$ cat src/rtl/imm_gen_pipe.sv
`default_nettype none
// ============================================================================
// Module : imm_gen_pipe
// Desc   : Registered immediate generator with class tag, illegal-opcode
//          counter and a two-entry skid buffer on the decode path.
// Rev    : 1.0
// ============================================================================
module imm_gen_pipe #(
  parameter int DATA_WIDTH = 32,
  parameter int CNT_WIDTH  = 16
) (
  input  logic                  clk_i,
  input  logic                  reset_i,
  input  logic [31:0]           ir_i,
  input  logic                  ir_valid_i,
  output logic                  ir_ready_o,
  output logic [DATA_WIDTH-1:0] imm_o,
  output logic [2:0]            kind_o,
  output logic                  illegal_o,
  output logic                  imm_valid_o,
  input  logic                  imm_ready_i,
  output logic [CNT_WIDTH-1:0]  illegal_cnt_o
);

  localparam logic [2:0] C_KIND_I     = 3'd0;
  localparam logic [2:0] C_KIND_S     = 3'd1;
  localparam logic [2:0] C_KIND_B     = 3'd2;
  localparam logic [2:0] C_KIND_U     = 3'd3;
  localparam logic [2:0] C_KIND_J     = 3'd4;
  localparam logic [2:0] C_KIND_SHAMT = 3'd5;
  localparam logic [2:0] C_KIND_ZIMM  = 3'd6;
  localparam logic [2:0] C_KIND_ILL   = 3'd7;

  localparam logic [6:0] C_OP_LOAD   = 7'b0000011;
  localparam logic [6:0] C_OP_JALR   = 7'b1100111;
  localparam logic [6:0] C_OP_IMM    = 7'b0010011;
  localparam logic [6:0] C_OP_STORE  = 7'b0100011;
  localparam logic [6:0] C_OP_BRANCH = 7'b1100011;
  localparam logic [6:0] C_OP_LUI    = 7'b0110111;
  localparam logic [6:0] C_OP_AUIPC  = 7'b0010111;
  localparam logic [6:0] C_OP_JAL    = 7'b1101111;
  localparam logic [6:0] C_OP_SYSTEM = 7'b1110011;

  logic [6:0]            w_opcode;
  logic [2:0]            w_funct3;
  logic [DATA_WIDTH-1:0] w_imm_i, w_imm_s, w_imm_b, w_imm_u, w_imm_j;
  logic [DATA_WIDTH-1:0] w_imm_shamt, w_imm_zimm;
  logic [DATA_WIDTH-1:0] w_imm;
  logic [2:0]            w_kind;
  logic                  w_illegal;
  logic                  w_accept, w_consume;

  logic                  r_out_valid, r_skid_valid;
  logic [DATA_WIDTH-1:0] r_out_imm, r_skid_imm;
  logic [2:0]            r_out_kind, r_skid_kind;
  logic                  r_out_ill, r_skid_ill;
  logic [CNT_WIDTH-1:0]  r_cnt;

  assign w_opcode = ir_i[6:0];
  assign w_funct3 = ir_i[14:12];

  assign w_imm_i    = {{(DATA_WIDTH-12){ir_i[31]}}, ir_i[31:20]};
  assign w_imm_s    = {{(DATA_WIDTH-12){ir_i[31]}}, ir_i[31:25], ir_i[11:7]};
  assign w_imm_b    = {{(DATA_WIDTH-12){ir_i[31]}}, ir_i[7], ir_i[30:25], ir_i[11:8], 1'b0};
  assign w_imm_u    = {{(DATA_WIDTH-31){ir_i[31]}}, ir_i[30:12], 12'b0};
  assign w_imm_j    = {{(DATA_WIDTH-20){ir_i[31]}}, ir_i[19:12], ir_i[20], ir_i[30:21], 1'b0};
  assign w_imm_zimm = {{(DATA_WIDTH-5){1'b0}}, ir_i[19:15]};

  // RV64 shifts use a 6-bit shamt; funct7 never leaks into the immediate.
  generate
    if (DATA_WIDTH == 64) begin : g_shamt64
      assign w_imm_shamt = {{(DATA_WIDTH-6){1'b0}}, ir_i[25:20]};
    end else begin : g_shamt32
      assign w_imm_shamt = {{(DATA_WIDTH-5){1'b0}}, ir_i[24:20]};
    end
  endgenerate

  always_comb begin
    w_imm  = '0;
    w_kind = C_KIND_ILL;
    case (w_opcode)
      C_OP_LOAD, C_OP_JALR: begin
        w_imm  = w_imm_i;
        w_kind = C_KIND_I;
      end
      C_OP_IMM: begin
        if (w_funct3 == 3'b001 || w_funct3 == 3'b101) begin
          w_imm  = w_imm_shamt;
          w_kind = C_KIND_SHAMT;
        end else begin
          w_imm  = w_imm_i;
          w_kind = C_KIND_I;
        end
      end
      C_OP_STORE: begin
        w_imm  = w_imm_s;
        w_kind = C_KIND_S;
      end
      C_OP_BRANCH: begin
        w_imm  = w_imm_b;
        w_kind = C_KIND_B;
      end
      C_OP_LUI, C_OP_AUIPC: begin
        w_imm  = w_imm_u;
        w_kind = C_KIND_U;
      end
      C_OP_JAL: begin
        w_imm  = w_imm_j;
        w_kind = C_KIND_J;
      end
      C_OP_SYSTEM: begin
        if (w_funct3 == 3'b101 || w_funct3 == 3'b110 || w_funct3 == 3'b111) begin
          w_imm  = w_imm_zimm;
          w_kind = C_KIND_ZIMM;
        end else begin
          w_imm  = w_imm_i;
          w_kind = C_KIND_I;
        end
      end
      default: ;
    endcase
  end

  assign w_illegal = (w_kind == C_KIND_ILL);

  // Ready comes from registered state only, so no path from imm_ready_i.
  assign ir_ready_o = !r_skid_valid && !reset_i;
  assign w_accept   = ir_valid_i && ir_ready_o;
  assign w_consume  = r_out_valid && imm_ready_i;

  always_ff @(posedge clk_i or posedge reset_i) begin
    if (reset_i) begin
      r_out_valid  <= 1'b0;
      r_out_imm    <= '0;
      r_out_kind   <= 3'd0;
      r_out_ill    <= 1'b0;
      r_skid_valid <= 1'b0;
      r_skid_imm   <= '0;
      r_skid_kind  <= 3'd0;
      r_skid_ill   <= 1'b0;
    end else if (w_accept) begin
      // SKID is known empty here because ready is gated on it.
      if (!r_out_valid || w_consume) begin
        r_out_valid <= 1'b1;
        r_out_imm   <= w_imm;
        r_out_kind  <= w_kind;
        r_out_ill   <= w_illegal;
      end else begin
        r_skid_valid <= 1'b1;
        r_skid_imm   <= w_imm;
        r_skid_kind  <= w_kind;
        r_skid_ill   <= w_illegal;
      end
    end else if (w_consume) begin
      if (r_skid_valid) begin
        r_out_imm    <= r_skid_imm;
        r_out_kind   <= r_skid_kind;
        r_out_ill    <= r_skid_ill;
        r_skid_valid <= 1'b0;
      end else begin
        r_out_valid <= 1'b0;
      end
    end
  end

  always_ff @(posedge clk_i or posedge reset_i) begin
    if (reset_i) begin
      r_cnt <= '0;
    end else if (w_accept && w_illegal && !(&r_cnt)) begin
      r_cnt <= r_cnt + CNT_WIDTH'(1);
    end
  end

  assign imm_valid_o   = r_out_valid;
  assign imm_o         = r_out_imm;
  assign kind_o        = r_out_kind;
  assign illegal_o     = r_out_ill;
  assign illegal_cnt_o = r_cnt;

endmodule
`default_nettype wire

$ cat config.mk
export PLATFORM = sky130hd
export DESIGN_NAME = imm_gen_pipe
export DESIGN_NICKNAME = d
export VERILOG_FILES = /design/src/rtl/imm_gen_pipe.sv
export SDC_FILE = /design/constraint.sdc
export NUM_CORES = 1
export LEC_CHECK = 0
export ABC_AREA = 1
export CAP_MARGIN = 20
export CORE_MARGIN = 5
export CORE_UTILIZATION = 49
export CTS_BUF_LIST = sky130_fd_sc_hd__clkbuf_16
export DETAILED_ROUTE_END_ITERATION = 8
export GPL_TIMING_DRIVEN = 0
export PLACE_DENSITY = 0.77
export SETUP_SLACK_MARGIN = 0.15
export SYNTH_ARGS = -nofsm -noshare
export SYNTH_HDL_FRONTEND = slang
export SYNTH_SLANG_ARGS = --single-unit
$ cat constraint.sdc
create_clock -name clk_i -period 3.15 [get_ports clk_i]
set_input_delay 0.63 -clock clk_i [delete_from_list [all_inputs] [get_ports clk_i]]
set_output_delay 0.63 -clock clk_i [all_outputs]
set_load 0.01 [all_outputs]
* Yosys cells after proc, flatten, opt, wreduce, memory -nomap -nowiden *
Index checks and enable logic that the tools add are counted.

word-level totals
  register bits = 90
  output and inout bits = 54
  word-level logic and storage cells = 75
  input bits = 36

operators by class
  reduce and logical (&&, ||, !) cells = 22
  add/sub/neg operators = 1
  bitwise logic cells = 1
  mux-type cells = 25
  equality and inequality tests = 17

operators with widths
  operator               count
  $pmux 32 s7            1
  $mux 32                6
  $eq 7x7->1 const B     4
  $pmux 3 s7             1
  $mux 3                 6
  $add 16x1->16 const B  1
  $reduce_and 16->1      1
  $eq 7x5->1 const B     2
  $eq 7x6->1 const B     2
  $eq 3x3->1 const B     4
  $mux 1                 11
  $eq 7x2->1 const B     1
  $reduce_and 3->1       2
  $logic_and 1x1->1      5
  $logic_not 1->1        4
  $logic_or 1x1->1       4
  $ne 2x2->1 const B     2
  $reduce_and 2->1       2
  $reduce_bool 2->1      2
  $reduce_or 2->1        2
  $eq 3x1->1 const B     1
  $ne 2x1->1 const B     1
  $not 1->1              1

* Logic depth before layout (Yosys ltp) *
Gate-level depths: netlist of the first run.

  depth after elaboration = 8
  mapped depth = 12
  gate-level depth less buffers = 11

* Worst setup path before layout of the first run *
Ideal clock, no wire load.

  path kind = input to register
  from = in reset_i
  to = reg r_out_imm[2] (netlist: imm_o[2])
  path slack = 1.289 ns
  data required time = 3.033 ns
  stages on the path = 8
  arrival = 1.745 ns
  setup time = 0.117 ns
  buffers on the path = 2
  cells stage by stage = nor2_1 > nand2_2 > inv_1 > buf_2 > buf_2 > nand3_1 > nand2_1 > nand2_1

on the way
  cells in the longest elaborated chain, start to end = 5
  elaborated cells between the ends (all ways) = 8
  those cells by class = 1 x eq/ne; 1 x mux; 6 x reduce/logical

ends and longest elaborated chain
  what                                                              line  RTL
  start, declared                                                   13    input logic reset_i,
  $logic_not 1->1 (no line) *                                       -
  $logic_and 1x1->1 *                                               127   assign ir_ready_o = !r_skid_valid && !reset_i;
  $logic_and 1x1->1 *                                               128   assign w_accept = ir_valid_i && ir_ready_o;
  $ne 2x1->1 (no line) / $reduce_bool 2->1 (equally long branches)  -
  $reduce_and 3->1 (no line)                                        -
  end signal, assigned                                              145   r_out_imm <= w_imm;
  end signal, assigned                                              156   r_out_imm <= r_skid_imm;
  end, declared                                                     54    logic [DATA_WIDTH-1:0] r_out_imm, r_skid_imm;

Mark *: on every way between the ends. The rest lies on a longest branch, timed or not.
A chain may end at the register's enable or synchronous reset.

* Final worst setup path of the first run *
  from = in reset_i
  to = out ir_ready_o

on the way
  cells in the longest elaborated chain, start to end = 2

ends and longest elaborated chain
  what                       line  RTL
  $logic_not 1->1 (no line)  -
  $logic_and 1x1->1          127
  end, declared              16    output logic ir_ready_o,

No other way between the ends.

==> run_results.csv, run 1 <==
group,metric,value,unit
status,status,"finished, final reports clean",
place,portBuffers,88,
synth,synth_edf_count,0,
cells_and_area,antenna_cells,0,
synth,ys_ff_latch,90,
clocking,clk_latency,0.35,ns
clocking,root_buffer,"clkbuf_16",
clocking,clk_pin_slew,0.06,ns
place,gp_congestion,0.947,
clocking,cts_setup_buffers,0,
cells_and_area,drive_gt1_share,8.29,%
sta,maxSlewHeadroom,58.4,%
setup_path,path_max_fanout,2,
synth,yosys.cell_types.count,33,
global_routing,grt_start_max_net_pins,50,
place,dpl.cell_count,1094,
synth,synth_cells,862,
synth,yosysSeqAreaShare,39.3,%
floorplan,fp.dieW,118,um
sta,worst_pin_slew,0.623,ns
sta,hold_viol_final,0,
global_routing,track_usage,24.2,%
routing,drc,0,
hold_path,holdPathStages,2,
sta,rsz0062_at_grt,"no",
clocking,postCtsResizedCells,0,
cells_and_area,multi_input_area,3060,um2
setup_path,cp-start-kind,"input port",
sta,maxSlewViolCount,0,
routing,vias,5793,
synth,yosys.area.top_type,"dfrtp_1",
clocking,cts_hold_buf,0,
clocking,cts_buffers,9,
clocking,cts_sinks,90,
clocking,tritoncts,"done",
global_routing,antenna_found_initial,0,
routing,wire_per_inst,14.8,um
pwr,ir_drop,0.517,mV
sta,finalCritPeriodShare,77.6,%
synth,syn_avg_cell_area,6.65,um2
sta,min_period,2.44,ns
synth,synth_most_common_cell,"nand2_1",
floorplan,core,11400,um2
floorplan,ios,90,
cells_and_area,fin_nets,999,
place,dp_hpwl,12300,um
cells_and_area,area_growth,24.2,%
pwr,power.density,642,nW/um2
synth,yosysTopAreaCellShare,39.3,%
synth,synthFlopType,"dfrtp_1",
routing,vias_per_cell,5.23,
sta,fin_skew,0.00665,ns
hold_path,hp-class,"reg -> reg",
setup_path,critical_path_arrival,1.81,ns
clocking,cts_max_path_buffers,2,
synth,synth_fp_nets,899,
synth,synth_area,5730,um2
routing,dr.pass1.iters,7,
global_routing,grt_pass1_wl,27800,um
setup_path,reg2reg_depth,8,
synth,yosys-top-cells-area,"dfrtp_1, nand2_1, nand3_1",
floorplan,dieHeight,118,um
global_routing,grt_pass1_vias,5600,
synth,synth_commonest_cells,"nand2_1, nor2_1, nand3_1",
cells_and_area,fillers,1104,
sta,setup_violations,0,
routing,drt-initial-drc-count,513,
synth,synthArstFlopShare,100,%
setup_path,endpoint_kind,"output port",
setup_path,worstSetupPathType,"in -> out",
setup_path,required,2.52,ns
sta,max_freq,409,MHz
routing,routed_wl,16400,um
pwr,p_leak,3.74,nW
floorplan,initial_utilization,50.2,%
floorplan,rows,39,
floorplan,dieArea,14000,um2
sta,whs,0.479,ns
routing,antenna_left,0,
synth,ys_warn_count,0,
clocking,htree_num_levels,3,
global_routing,globalRoute.totalOverflow,0,
cells_and_area,seq_area,2250,um2
cells_and_area,fin_cells,1108,
run,cap_violations,0,
-- worst paths after layout --
check                                     to  slack (ns)         start
min                                imm_o[18]        0.48     imm_o[18]
max                               ir_ready_o        0.71       reset_i
max in group asynchronous          imm_o[19]        1.77       reset_i
max reg2reg                        imm_o[11]        1.26  r_skid_valid
min in group asynchronous  illegal_cnt_o[14]        0.73       reset_i
min reg2reg                        imm_o[18]        0.48     imm_o[18]
-- cells in the final DEF (no fill, tap or decap), types with 2 or more instances in the layout --
cell and instances:
nand3b_1 2, clkbuf_1 19, clkdlybuf4s50_1 88, a21boi_0 3, inv_1 49, xor2_1 6
a21oi_1 34, nand3_1 106, bufinv_16 2, buf_4 2, xnor2_1 7, inv_2 5
a31oi_1 3, buf_12 2, nor2_1 110, nand2_4 4, nor2_2 4, buf_2 21
o21ai_1 7, dfrtp_1 90, o21ai_0 27, nor2_4 5, clkbuf_16 9, nand2_2 15
nand2_1 329, nand4_1 2
-- worst max-delay path, stage by stage --
cell and delay, ns:
clkdlybuf4s50_1 0.46, nor2_1 0.16, clkdlybuf4s50_1 0.56
-- power breakdown --
part	switching [W]	leakage (nW)	internal [W]
Combinational	0.000890	2.41	0.000773
Clock	0.000463	0.145	0.000687
Sequential	0.000212	1.18	0.00154
Total	0.00157	3.74	0.00300
-- registers in the layout (all words and copies together) (netlist names) --
name           flops
imm_o             32
r_skid_imm        32
illegal_cnt_o     16
kind_o             3
r_skid_kind        3
illegal_o          1
imm_valid_o        1
r_skid_ill         1
r_skid_valid       1
-- stage by stage --
stage	power (W)	cell area (um2)	TNS, ns	worst slack [ns]	utilization (%)
floorplan	0.00265	5730	0	0.185	-
global placement	0.00340	6790	-111.94	-1.25	59.5
finish	0.00457	7120	0	0.706	62.3
global route	0.00488	7120	0	0.666	62.3
CTS	0.00460	7120	0	0.698	62.3
detailed placement	0.00344	6810	0	0.469	59.7
-- logic make-up after synthesis --
family	share of synthesized area (%)
AO/OA/AOI/OAI	6.81
buffers and inverters	7.29
AND/OR/NAND/NOR	44.4
adder cells (fa/ha/maj)	0.218
flip-flops	39.3
XOR/XNOR	1.99
-- per-layer routing --
layer	share of wire [%]	vias up	global-route usage, %
met4	3.8	0	11.1
met1	44	2611	33.2
met5	0	-	0
met2	46	217	37.6
met3	6.3	45	4.11
li1	-	2920	-
-- final cells by class --
type	instances	share of cell area, %
Tap cell	143	2.51
Clock buffer	9	3.16
Clock inverter	5	1.12
Inverter	55	2.93
Sequential cell	90	31.6
Buffer	43	2.97
Timing Repair Buffer	89	12.7
Multi-Input combinational cell	674	43.0
Note: power is estimated with default switching activity, not from simulation.
==> run 2, diff against run 1 <==
- clock period: 3.15 -> 2 ns (I/O delays scaled with it)
==> run 2 against run 1 <==
Setup slack worse by 0.52 ns; count of clock-buffer cells in the layout stayed put; die area stayed put; critical path depth is 1 lower; sequential cell count stayed put; combinational power is 68% higher; non-clock buffer count is 20 higher; global-route usage is 0.39 points higher; sequential power is 57% higher.
==> run_results.csv, run 2 (same netlist as run 1, synthesis figures left out) <==
group,metric,value,unit
status,status,"finished, final reports clean",
floorplan,ios,90,
setup_path,cpMaxStageDelayCell,"clkdlybuf4s50_1",
routing,vias_per_cell,5.28,
cells_and_area,antenna_cells,0,
routing,dr.pass1.iters,5,
clocking,htree_num_levels,3,
floorplan,initial_utilization,50.2,%
cells_and_area,area_growth,32.0,%
clocking,cts_sinks,90,
cells_and_area,fin_cells,1130,
cells_and_area,fin_nets,1019,
sta,worst_pin_slew,0.641,ns
clocking,clk_pin_slew,0.06,ns
sta,hold_viol_final,0,
clocking,root_buffer,"clkbuf_16",
run,cap_violations,0,
sta,finalCritPeriodShare,90.7,%
clocking,clk_latency,0.35,ns
place,portBuffers,88,
setup_path,worst-path-buf-inv,2,
sta,max_freq,551,MHz
floorplan,rows,39,
pwr,power,0.00758,W
sta,maxSlewViolCount,0,
place,gp_congestion,0.931,
global_routing,track_usage,24.6,%
setup_path,critical_path_arrival,1.41,ns
cells_and_area,fillers,1029,
pwr,p_leak,4.03,nW
cells_and_area,final_common_cell,"nand2_1",
setup_path,worstSetupPathType,"reg -> out",
floorplan,dieArea,14000,um2
global_routing,grt_pass1_vias,5707,
cells_and_area,multi_input_area,3190,um2
clocking,cts_max_path_buffers,2,
global_routing,grt_pass1_wl,28400,um
setup_path,path_max_fanout,2,
pwr,ir_drop,0.906,mV
place,dp_hpwl,12400,um
routing,dr_wl_met3,942,um
sta,fin_skew,0.00922,ns
sta,rsz0062_at_grt,"yes",
global_routing,antenna_found_initial,0,
setup_path,cp-start-kind,"flip-flop",
global_routing,grt_start_max_net_pins,35,
clocking,tritoncts,"done",
floorplan,core,11400,um2
routing,vias,5967,
sta,min_period,1.81,ns
floorplan,fp.dieW,118,um
cells_and_area,final_cell_mix,"nand2_1, nand3_1, nor2_1, dfrtp_1, clkdlybuf4s50_1",
cells_and_area,drive_gt1_share,14.2,%
cells_and_area,seq_area,2250,um2
routing,drc,0,
routing,wl_met1,7640,um
hold_path,hp-class,"reg -> reg",
routing,top_layer,"met4",
routing,routed_wl,17400,um
setup_path,cp_cell_sequence,"buf_4, clkdlybuf4s50_1",
routing,wl_met2,8370,um
sta,setup_violations,0,
pwr,power.density,1000,nW/um2
routing,wire_per_inst,15.4,um
place,place_ws,-0.486,ns
sta,timing.final.ws_setup,0.187,ns
setup_path,required,1.60,ns
routing,drt-initial-drc-count,463,
setup_path,cpPeakStageDelay,0.52,ns
place,dpl.cell_count,1095,
sta,maxSlewHeadroom,57.2,%
global_routing,globalRoute.totalOverflow,0,
clocking,cts_buffers,9,
floorplan,dieHeight,118,um
routing,antenna_left,0,
cells_and_area,final_util,66.3,%
setup_path,endpoint_kind,"output port",
setup_path,path_delay_family,"buffers and inverters",
sta,whs,0.479,ns
run 2: changes by cell type in the layout (fill, tap and decap cells not counted), sizes merged:
cell,before,now
buf,25,43
bufinv,2,3
clkbuf,28,30
clkdlybuf4s50,88,77
dlygate4sd2,0,4
dlymetal6s2s,0,7
inv,56,57
run 2: per-stage QoR:
step	TNS, ns	instance area [um2]
global placement	-66.28	6800
CTS	0	7320
global route	0	7570
finish	0	7570
detailed placement	-27.34	6840
floorplan	0	5740
run 2: final timing paths:
check	start	endpoint	slack [ns]	depth (start not counted)
min reg2reg	imm_o[8]	imm_o[8]	0.48	2
max in group asynchronous	reset_i	illegal_cnt_o[1]	0.89	3
min	imm_o[8]	imm_o[8]	0.48	2
min in group asynchronous	reset_i	illegal_cnt_o[14]	0.53	2
max reg2reg	illegal_cnt_o[1]	illegal_cnt_o[9]	0.28	9
max	illegal_cnt_o[0]	illegal_cnt_o[0]	0.19	2
run 2: where the power goes:
group | leakage, nW | total (W) | internal, W | switching, W
clock network | 0.170 | 0.00201 | 0.00124 | 0.000778
logic | 2.68 | 0.00279 | 0.00132 | 0.00148
registers | 1.18 | 0.00277 | 0.00243 | 0.000341
total | 4.03 | 0.00758 | 0.00498 | 0.00260
run 2: final cells by class:
cell class | count | area share, %
Clock inverter | 7 | 1.62
Timing Repair Buffer | 109 | 14.5
Tap cell | 143 | 2.36
Buffer | 43 | 3.84
Multi-Input combinational cell | 674 | 42.1
Sequential cell | 90 | 29.8
Clock buffer | 9 | 2.98
Inverter | 55 | 2.78
run 2: worst register-to-register path, cell delays in order, from the launching register on:
cell and delay [ns]:
dfrtp_2 0.42, ha_4 0.16, inv_1 0.07, nor2_4 0.14, nand2_2 0.10, nor3_4 0.18
nand4_4 0.18, buf_6 0.20, nand3_1 0.08, nand2_1 0.08
run 2: per-layer routing:
metal,vias up,track usage (%)
met1,2780,32.8
met4,0,9.18
met3,34,3.44
met2,194,40.9
met5,-,0
li1,2959,-
run 2: what timing repair did:
action | 4_1_cts | 5_1_grt
buffers inserted | 8 | 8
resized for setup | 36 | 58
endpoints found under the hold margin | 0 | 0
setup endpoints to repair | 84 | 88
gates cloned | 0 | 3
pin swaps | 0 | 11
hold buffers | 0 | 0
